<file path="config.mk">
export PLATFORM = sky130hd
export DESIGN_NAME = hazard_fwd_unit_flat
export DESIGN_NICKNAME = d
export VERILOG_FILES = /design/src/rtl/hazard_fwd_unit_if.sv /design/src/rtl/hazard_fwd_unit.sv /design/src/flat_wrapper.sv
export SDC_FILE = /design/constraint.sdc
export NUM_CORES = 1
export LEC_CHECK = 0
export ABC_AREA = 0
export CORE_MARGIN = 2
export CORE_UTILIZATION = 30
export DETAILED_ROUTE_END_ITERATION = 8
export HOLD_SLACK_MARGIN = 0.06
export PLACE_DENSITY_LB_ADDON = 0.3
export SYNTH_ARGS = -nofsm -noshare
export SYNTH_HDL_FRONTEND = slang
export SYNTH_SLANG_ARGS = --single-unit
</file>
<file path="constraint.sdc">
create_clock -name clk -period 3.88 [get_ports clk]
set_input_delay 0.582 -clock clk [delete_from_list [all_inputs] [get_ports clk]]
set_output_delay 0.582 -clock clk [all_outputs]
set_load 0.01 [all_outputs]
</file>
<file path="src/rtl/hazard_fwd_unit_if.sv">
// D-stage operand/hazard bus between the pipeline and the hazard/forwarding unit.
interface hazard_fwd_unit_if #(
    parameter int DW    = 32,
    parameter int AW    = 5,
    parameter int NPORT = 2
);
    logic [NPORT*AW-1:0] a_d;
    logic [NPORT*DW-1:0] rf_rd_d;
    logic [NPORT*2-1:0]  tuse_d;
    logic [AW-1:0]       a3_d;
    logic [1:0]          tnew_d;
    logic                md_start_d;
    logic                md_div_d;
    logic                md_use_d;
    logic [DW-1:0]       fwd_e;
    logic [DW-1:0]       fwd_m;
    logic [DW-1:0]       fwd_w;
    logic [NPORT*DW-1:0] opnd_d;
    logic                stall;
    logic                md_busy;

    modport master (
        output a_d, rf_rd_d, tuse_d, a3_d, tnew_d,
        output md_start_d, md_div_d, md_use_d,
        output fwd_e, fwd_m, fwd_w,
        input  opnd_d, stall, md_busy
    );

    modport slave (
        input  a_d, rf_rd_d, tuse_d, a3_d, tnew_d,
        input  md_start_d, md_div_d, md_use_d,
        input  fwd_e, fwd_m, fwd_w,
        output opnd_d, stall, md_busy
    );
endinterface

</file>
<file path="src/rtl/hazard_fwd_unit.sv">
// D-stage hazard unit: tracks in-flight writers with Tnew/Tuse, forwards
// operands, raises the D-stage stall and owns the mult/div busy counter.
module hazard_fwd_unit #(
    parameter int DW       = 32,
    parameter int AW       = 5,
    parameter int NPORT    = 2,
    parameter int MULT_CYC = 5,
    parameter int DIV_CYC  = 10
) (
    input logic              clk,
    input logic              reset,
    hazard_fwd_unit_if.slave bus
);
    localparam int CW = $clog2(DIV_CYC + 1);

    logic [AW-1:0] e_a3, m_a3, w_a3;
    logic [1:0]    e_tnew, m_tnew, w_tnew;
    logic [CW-1:0] md_cnt;
    logic          data_stall;
    logic          md_stall;
    logic          stall_int;

    function automatic logic [1:0] sat_dec(input logic [1:0] t);
        return (t == 2'd0) ? 2'd0 : t - 2'd1;
    endfunction

    // Per-port forwarding select and data-stall detection; youngest stage wins.
    always_comb begin
        logic [AW-1:0] a;
        logic [1:0]    tuse;
        logic          live;
        logic [DW-1:0] val;
        logic          need;
        data_stall = 1'b0;
        bus.opnd_d = '0;
        for (int unsigned i = 0; i < NPORT; i++) begin
            a    = bus.a_d[i*AW +: AW];
            tuse = bus.tuse_d[i*2 +: 2];
            live = (a != '0) && (tuse != 2'd3);
            val  = bus.rf_rd_d[i*DW +: DW];
            need = 1'b0;
            if (live && a == e_a3) begin
                if (e_tnew == 2'd0) val = bus.fwd_e;
                need = (e_tnew > tuse);
            end else if (live && a == m_a3) begin
                if (m_tnew == 2'd0) val = bus.fwd_m;
                need = (m_tnew > tuse);
            end else if (live && a == w_a3) begin
                val  = bus.fwd_w;
                need = (w_tnew > tuse);
            end
            bus.opnd_d[i*DW +: DW] = val;
            data_stall = data_stall | need;
        end
    end

    assign md_stall    = (bus.md_start_d | bus.md_use_d) & bus.md_busy;
    assign stall_int   = data_stall | md_stall;
    assign bus.stall   = stall_int;
    assign bus.md_busy = (md_cnt != '0);

    // Shadow pipeline: E takes a bubble on stall, M and W always advance.
    always_ff @(posedge clk or negedge reset) begin
        if (!reset) begin
            e_a3   <= '0;
            e_tnew <= '0;
            m_a3   <= '0;
            m_tnew <= '0;
            w_a3   <= '0;
            w_tnew <= '0;
        end else begin
            if (stall_int) begin
                e_a3   <= '0;
                e_tnew <= '0;
            end else begin
                e_a3   <= bus.a3_d;
                e_tnew <= bus.tnew_d;
            end
            m_a3   <= e_a3;
            m_tnew <= sat_dec(e_tnew);
            w_a3   <= m_a3;
            w_tnew <= sat_dec(m_tnew);
        end
    end

    // Mult/div busy counter: loads on an accepted issue, otherwise counts down.
    always_ff @(posedge clk or negedge reset) begin
        if (!reset) begin
            md_cnt <= '0;
        end else if (bus.md_start_d && !stall_int) begin
            md_cnt <= bus.md_div_d ? CW'(DIV_CYC) : CW'(MULT_CYC);
        end else if (md_cnt != '0) begin
            md_cnt <= md_cnt - 1'b1;
        end
    end
endmodule

</file>
<file path="src/flat_wrapper.sv">
// flat-port wrapper written by rule: the top's interface ports become plain ports
module hazard_fwd_unit_flat 
#(
    parameter int DW       = 32,
    parameter int AW       = 5,
    parameter int NPORT    = 2,
    parameter int MULT_CYC = 5,
    parameter int DIV_CYC  = 10
)
  (clk, reset, bus_a_d, bus_rf_rd_d, bus_tuse_d, bus_a3_d, bus_tnew_d, bus_md_start_d, bus_md_div_d, bus_md_use_d, bus_fwd_e, bus_fwd_m, bus_fwd_w, bus_opnd_d, bus_stall, bus_md_busy);
  hazard_fwd_unit_if #(.DW(DW), .AW(AW), .NPORT(NPORT)) bus_i ();
  input logic clk;
  input logic reset;
  input wire logic [$bits(bus_i.a_d)-1:0] bus_a_d;
  input wire logic [$bits(bus_i.rf_rd_d)-1:0] bus_rf_rd_d;
  input wire logic [$bits(bus_i.tuse_d)-1:0] bus_tuse_d;
  input wire logic [$bits(bus_i.a3_d)-1:0] bus_a3_d;
  input wire logic [$bits(bus_i.tnew_d)-1:0] bus_tnew_d;
  input wire logic [$bits(bus_i.md_start_d)-1:0] bus_md_start_d;
  input wire logic [$bits(bus_i.md_div_d)-1:0] bus_md_div_d;
  input wire logic [$bits(bus_i.md_use_d)-1:0] bus_md_use_d;
  input wire logic [$bits(bus_i.fwd_e)-1:0] bus_fwd_e;
  input wire logic [$bits(bus_i.fwd_m)-1:0] bus_fwd_m;
  input wire logic [$bits(bus_i.fwd_w)-1:0] bus_fwd_w;
  output wire logic [$bits(bus_i.opnd_d)-1:0] bus_opnd_d;
  output wire logic [$bits(bus_i.stall)-1:0] bus_stall;
  output wire logic [$bits(bus_i.md_busy)-1:0] bus_md_busy;
  assign bus_i.a_d = bus_a_d;
  assign bus_i.rf_rd_d = bus_rf_rd_d;
  assign bus_i.tuse_d = bus_tuse_d;
  assign bus_i.a3_d = bus_a3_d;
  assign bus_i.tnew_d = bus_tnew_d;
  assign bus_i.md_start_d = bus_md_start_d;
  assign bus_i.md_div_d = bus_md_div_d;
  assign bus_i.md_use_d = bus_md_use_d;
  assign bus_i.fwd_e = bus_fwd_e;
  assign bus_i.fwd_m = bus_fwd_m;
  assign bus_i.fwd_w = bus_fwd_w;
  assign bus_opnd_d = bus_i.opnd_d;
  assign bus_stall = bus_i.stall;
  assign bus_md_busy = bus_i.md_busy;
  hazard_fwd_unit #(.DW(DW), .AW(AW), .NPORT(NPORT), .MULT_CYC(MULT_CYC), .DIV_CYC(DIV_CYC)) u_core (.clk(clk), .reset(reset), .bus(bus_i));
endmodule
</file>
### Word-level counts from Yosys, hierarchy flattened

Index checks and enable logic that the tools add are counted.

* bits in registers: 25
* input bits: 186
* output and inout bits: 66
* logic and storage cells: 67

* add/subtract/negate cells: 3
* $lt $le $gt $ge: 6
* eq/ne operators: 8
* mux-type cells: 23
* bitwise gates (word level): 4
* reduce and logical (&&, ||, !) cells: 16

Operators by type and width (number)
* two-way mux 32 bit: 10
* == test 5 bit: 6
* greater-than comparator 2 bit: 6
* two-way mux 4 bit: 3
* nonzero test 5 bit: 2
* logical AND 1 bit: 9
* two-way mux 1 bit: 6
* two-way mux 2 bit: 3
* two-way mux 5 bit: 1
* logical NOT 2 bit: 2
* != test 2 bit, second input constant: 2
* nonzero test 4 bit: 1
* subtractor 2 x 1 -> 2 bit, second input constant: 2
* subtractor 4 x 1 -> 4 bit, second input constant: 1
* bitwise OR 1 bit: 3
* nonzero test 2 bit: 1
* AND 1 bit: 1
* logical NOT 1 bit: 1

### Depth between registers and ports, before layout

* word-level depth: 11
* depth in mapped cells: 10
* depth with buffers taken out: 9

### Worst setup path after synthesis

Ideal clock, no wire load.

* kind: input to output
* from: input port bus_a_d[9]
* to: output port bus_opnd_d[53]
* arrival: 1.977 ns
* data required time: 3.298 ns
* setup slack: 1.321 ns
* cell stages on the path: 8
* buffers on the path: 1
* path through: xor2_1 nor3_1 nand4_1 nor2_1 buf_2 a22o_1 a211oi_2 a31oi_1

* cells in the longest elaborated chain, start to end: 6
* elaborated cells between the ends (all ways): 11
* classes of those cells: eq/ne (3); mux (3); reduce/logical (5)

Ends and longest elaborated chain
* from (decl): line flat_wrapper.sv:14 `input wire logic [$bits(bus_i.a_d)-1:0] bus_a_d;`
* nonzero test 5 bit: line hazard_fwd_unit.sv:39 `live = (a != '0) && (tuse != 2'd3);`
* logical AND 1 bit: line hazard_fwd_unit.sv:39
* logical AND 1 bit: line hazard_fwd_unit.sv:48 `end else if (live && a == w_a3) begin`
* two-way mux 32 bit: line hazard_fwd_unit.sv:48
* two-way mux 32 bit: line hazard_fwd_unit.sv:45 `end else if (live && a == m_a3) begin`
* two-way mux 32 bit (*): line hazard_fwd_unit.sv:42 `if (live && a == e_a3) begin`
* to (decl): line flat_wrapper.sv:25 `output wire logic [$bits(bus_i.opnd_d)-1:0] bus_opnd_d;`

Mark *: on every way between the ends. The rest lies on a longest branch, timed or not.

### Final worst setup path

* from: input port bus_a_d[2]
* to: output port bus_opnd_d[8]

Same word-level chain as after synthesis.

==> results_dict.tcl <==
set metrics [dict create \
    timing.final.max_slew_violations 0 \
    grt_pass1_vias 5072 \
    chipWidth_um 119 \
    route.vias.total 5119 \
    tns_ns 0 \
    p_leak_nw 2.78 \
    cp_data_arrival_time_ns 3.20 \
    fin_nets 944 \
    min_path_type "register to register" \
    wl_met1_um 7130 \
    grt_pass1_wl_um 27100 \
    syn-num-nets 694 \
    fp-row-count 41 \
    wl_met3_um 1040 \
    cp_top_family "buffers and inverters" \
    seq_area_sq_um 626 \
    drive_above_1_share_pct 16.4 \
    total_power_w 0.00187 \
    cp_slowest_stage_delay_ns 0.59 \
    ys_seq_elements 25 \
    critical_path_required_ns 3.30 \
    post_drt_wl_per_cell_um 19.9 \
    ys_types 39 \
    cts_root_buf "clkbuf_16" \
    met2_length_um 9550 \
    finalSetupViolations 0 \
    gp_congestion 0.886 \
    dr.pass1.iters 7 \
    post-route-period-util_pct 97.5 \
    final_common_cell "clkdlybuf4s50_1" \
    holdWs_ns 0.445 \
    antenna_found_initial 3 \
    portBuffers 251 \
    first_iter_violations 427 \
    track_usage_pct 23.7 \
    ios 252 \
    clkTransAtPathRegs_ns 0.07 \
    fin_crit_ns 3.78 \
    ant_nets 0 \
    layout_common_cells "clkdlybuf4s50_1, nand2_1, a31oi_1" \
    power_density_nw_per_um2 266 \
    dp_cells 904 \
    clockBufferDepth 2 \
    grt_max_degree 36 \
    cts_tree "done" \
    syn-cell-area_sq_um 3950 \
    core_area_sq_um 12700 \
    postLayoutCellArea_sq_um 7040 \
    worst-setup-path-type "input port to output port" \
    dieArea_sq_um 14100 \
    worstSetupEndpointType "output port" \
    skew_ns 0.00440 \
    routed_wl_um 18200 \
    dp_hpwl_um 13900 \
    max-vdd-ir-drop_mv 0.317 \
    n_fill_cell 1209 \
    relSlewSlack_pct 27.6 \
    ys_seq_area_share_pct 15.9 \
    cts_hold_buf 0 \
    syn2layout_area_growth_pct 78.3 \
    drc 0 \
    finalNonFillerCells 918 \
    start_util_pct 31.0 \
    worst_slew_pin_slew_ns 1.08 \
    cp_slowest_cell "clkdlybuf4s50_1" \
    synth-main-ff-cell "dfrtp_1" \
    rsz0062_at_grt "false" \
    cp_cell_sequence "clkdlybuf4s50_1 > buf_4 > xor2_1 > nor3_2 > nand4_2 > nor2_4 > buf_4 > a22o_1 > a211oi_2 > a31oi_1 > clkdlybuf4s50_1" \
    dpl_cell_area_sq_um 6770 \
    max_freq_ghz 0.264 \
    hold_viol_final 0 \
    cp-start-kind "input port" \
    cp_num_buf_inv 4 \
    synthCells 494 \
    drv_cap 0 \
    grt-ovfl-total 0 \
    htreeDepth 1 \
    viasPerCell 5.58 \
    syn_area_per_cell_sq_um 7.99 \
    multi_input_area_sq_um 3090 \
    ys_warn_count 0 \
    status "completed" \
    die_h_um 119 \
    worstPathMaxFanout 13 \
    postSynth.asyncResetShare_pct 100 \
    clock_latency_ns 0.26 \
    top_layer "met4" \
    cts_buffers 3 \
    cts.sinks 25 \
    synth-edff-count 0 \
]
## repair_timing
| action | CTS | global route |
|---|---|---|
| setup endpoints to repair | 32 | 50 |
| gates resized for setup | 9 | 10 |
| hold endpoints to repair | 0 | 0 |
| buffers inserted | 0 | 5 |
| cloned | 1 | 1 |
| pin swaps | 3 | 6 |
## sequential cells by signal (all words and copies together) (netlist names)
register / count
u_core.e_tnew: 2
u_core.m_a3: 5
u_core.md_cnt: 4
u_core.w_a3: 5
u_core.e_a3: 5
u_core.m_tnew: 2
u_core.w_tnew: 2
## final timing paths
kind                                                from                            to  slack, ns  cells after the start
min in group asynchronous                          reset      u_core.e_a3[4]$_DFF_PN0_       0.91                      1
worst max register to register  u_core.w_a3[4]$_DFF_PN0_  u_core.md_cnt[0]$_DFFE_PN0P_       1.60                      9
max in group asynchronous                          reset      u_core.w_a3[0]$_DFF_PN0_       2.32                      1
worst min-delay path            u_core.m_a3[2]$_DFF_PN0_      u_core.w_a3[2]$_DFF_PN0_       0.45                      0
worst min register to register  u_core.m_a3[2]$_DFF_PN0_      u_core.w_a3[2]$_DFF_PN0_       0.45                      0
worst max-delay path                          bus_a_d[2]                 bus_opnd_d[8]        0.1                     11
## Yosys cell counts (9+ instances only)
master      n  area [sq um]
xnor2_1    14           123
xor2_1     17           149
nand2_1   102           383
a31oi_1    66           413
inv_1      13          48.8
ha_1       14           175
buf_2      17          85.1
a211oi_1   16           120
a211oi_2   48           601
a22o_1     65           569
clkbuf_1   17          63.8
nor2_1      9          33.8
dfrtp_1    25           626
## report_power, final
group / total (W) / switching (W) / internal (W)
sequential: 0.000362 / 0.0000507 / 0.000312
clock: 0.000235 / 0.0000930 / 0.000142
combinational: 0.00127 / 0.000598 / 0.000676
## area by class of cell
cell class                 instances  share of cell area, %
multi-input combinational        411                   43.9
timing repair buffer             289                   42.1
sequential                        25                   8.89
tap                              172                   3.06
clock buffer                       3                   1.07
inverter                          14                  0.747
clock inverter                     1                  0.124
antenna                            3                  0.107
## worst register-to-register path, delay by kind of cell, from the launching register on
| kind | cells | cell delay [ns] |
|---|---|---|
| compound gates | 3 | 0.67 |
| simple gates | 3 | 0.55 |
| flops | 1 | 0.41 |
| buf+inv | 2 | 0.36 |
| xor+xnor | 1 | 0.18 |
## through the flow
| stage | setup WS, ns | utilization, % |
|---|---|---|
| after floorplan | 1.32 | - |
| after global placement | -0.277 | 53.2 |
| after detailed placement | -0.334 | 53.2 |
| after CTS | 0.00436 | 54.2 |
| after global routing | 0.00308 | 55.3 |
| final | 0.0982 | 55.3 |
## layer usage
metal	GRT usage [%]	vias to the layer above
li1	-	2402
met3	3.28	28
met5	0	-
met1	27.5	2470
met4	8.56	0
met2	43.8	219
## cell families after synthesis
family | count (synthesis) | synth area share (%)
XOR/XNOR | 31 | 6.88
AND/OR/NAND/NOR | 150 | 17.7
AO/OA/AOI/OAI | 215 | 47.2
flip-flops | 25 | 15.9
buffers and inverters | 59 | 7.86
adder cells (fa/ha/maj) | 14 | 4.44
No activity file was read; power rests on OpenSTA's default activity.
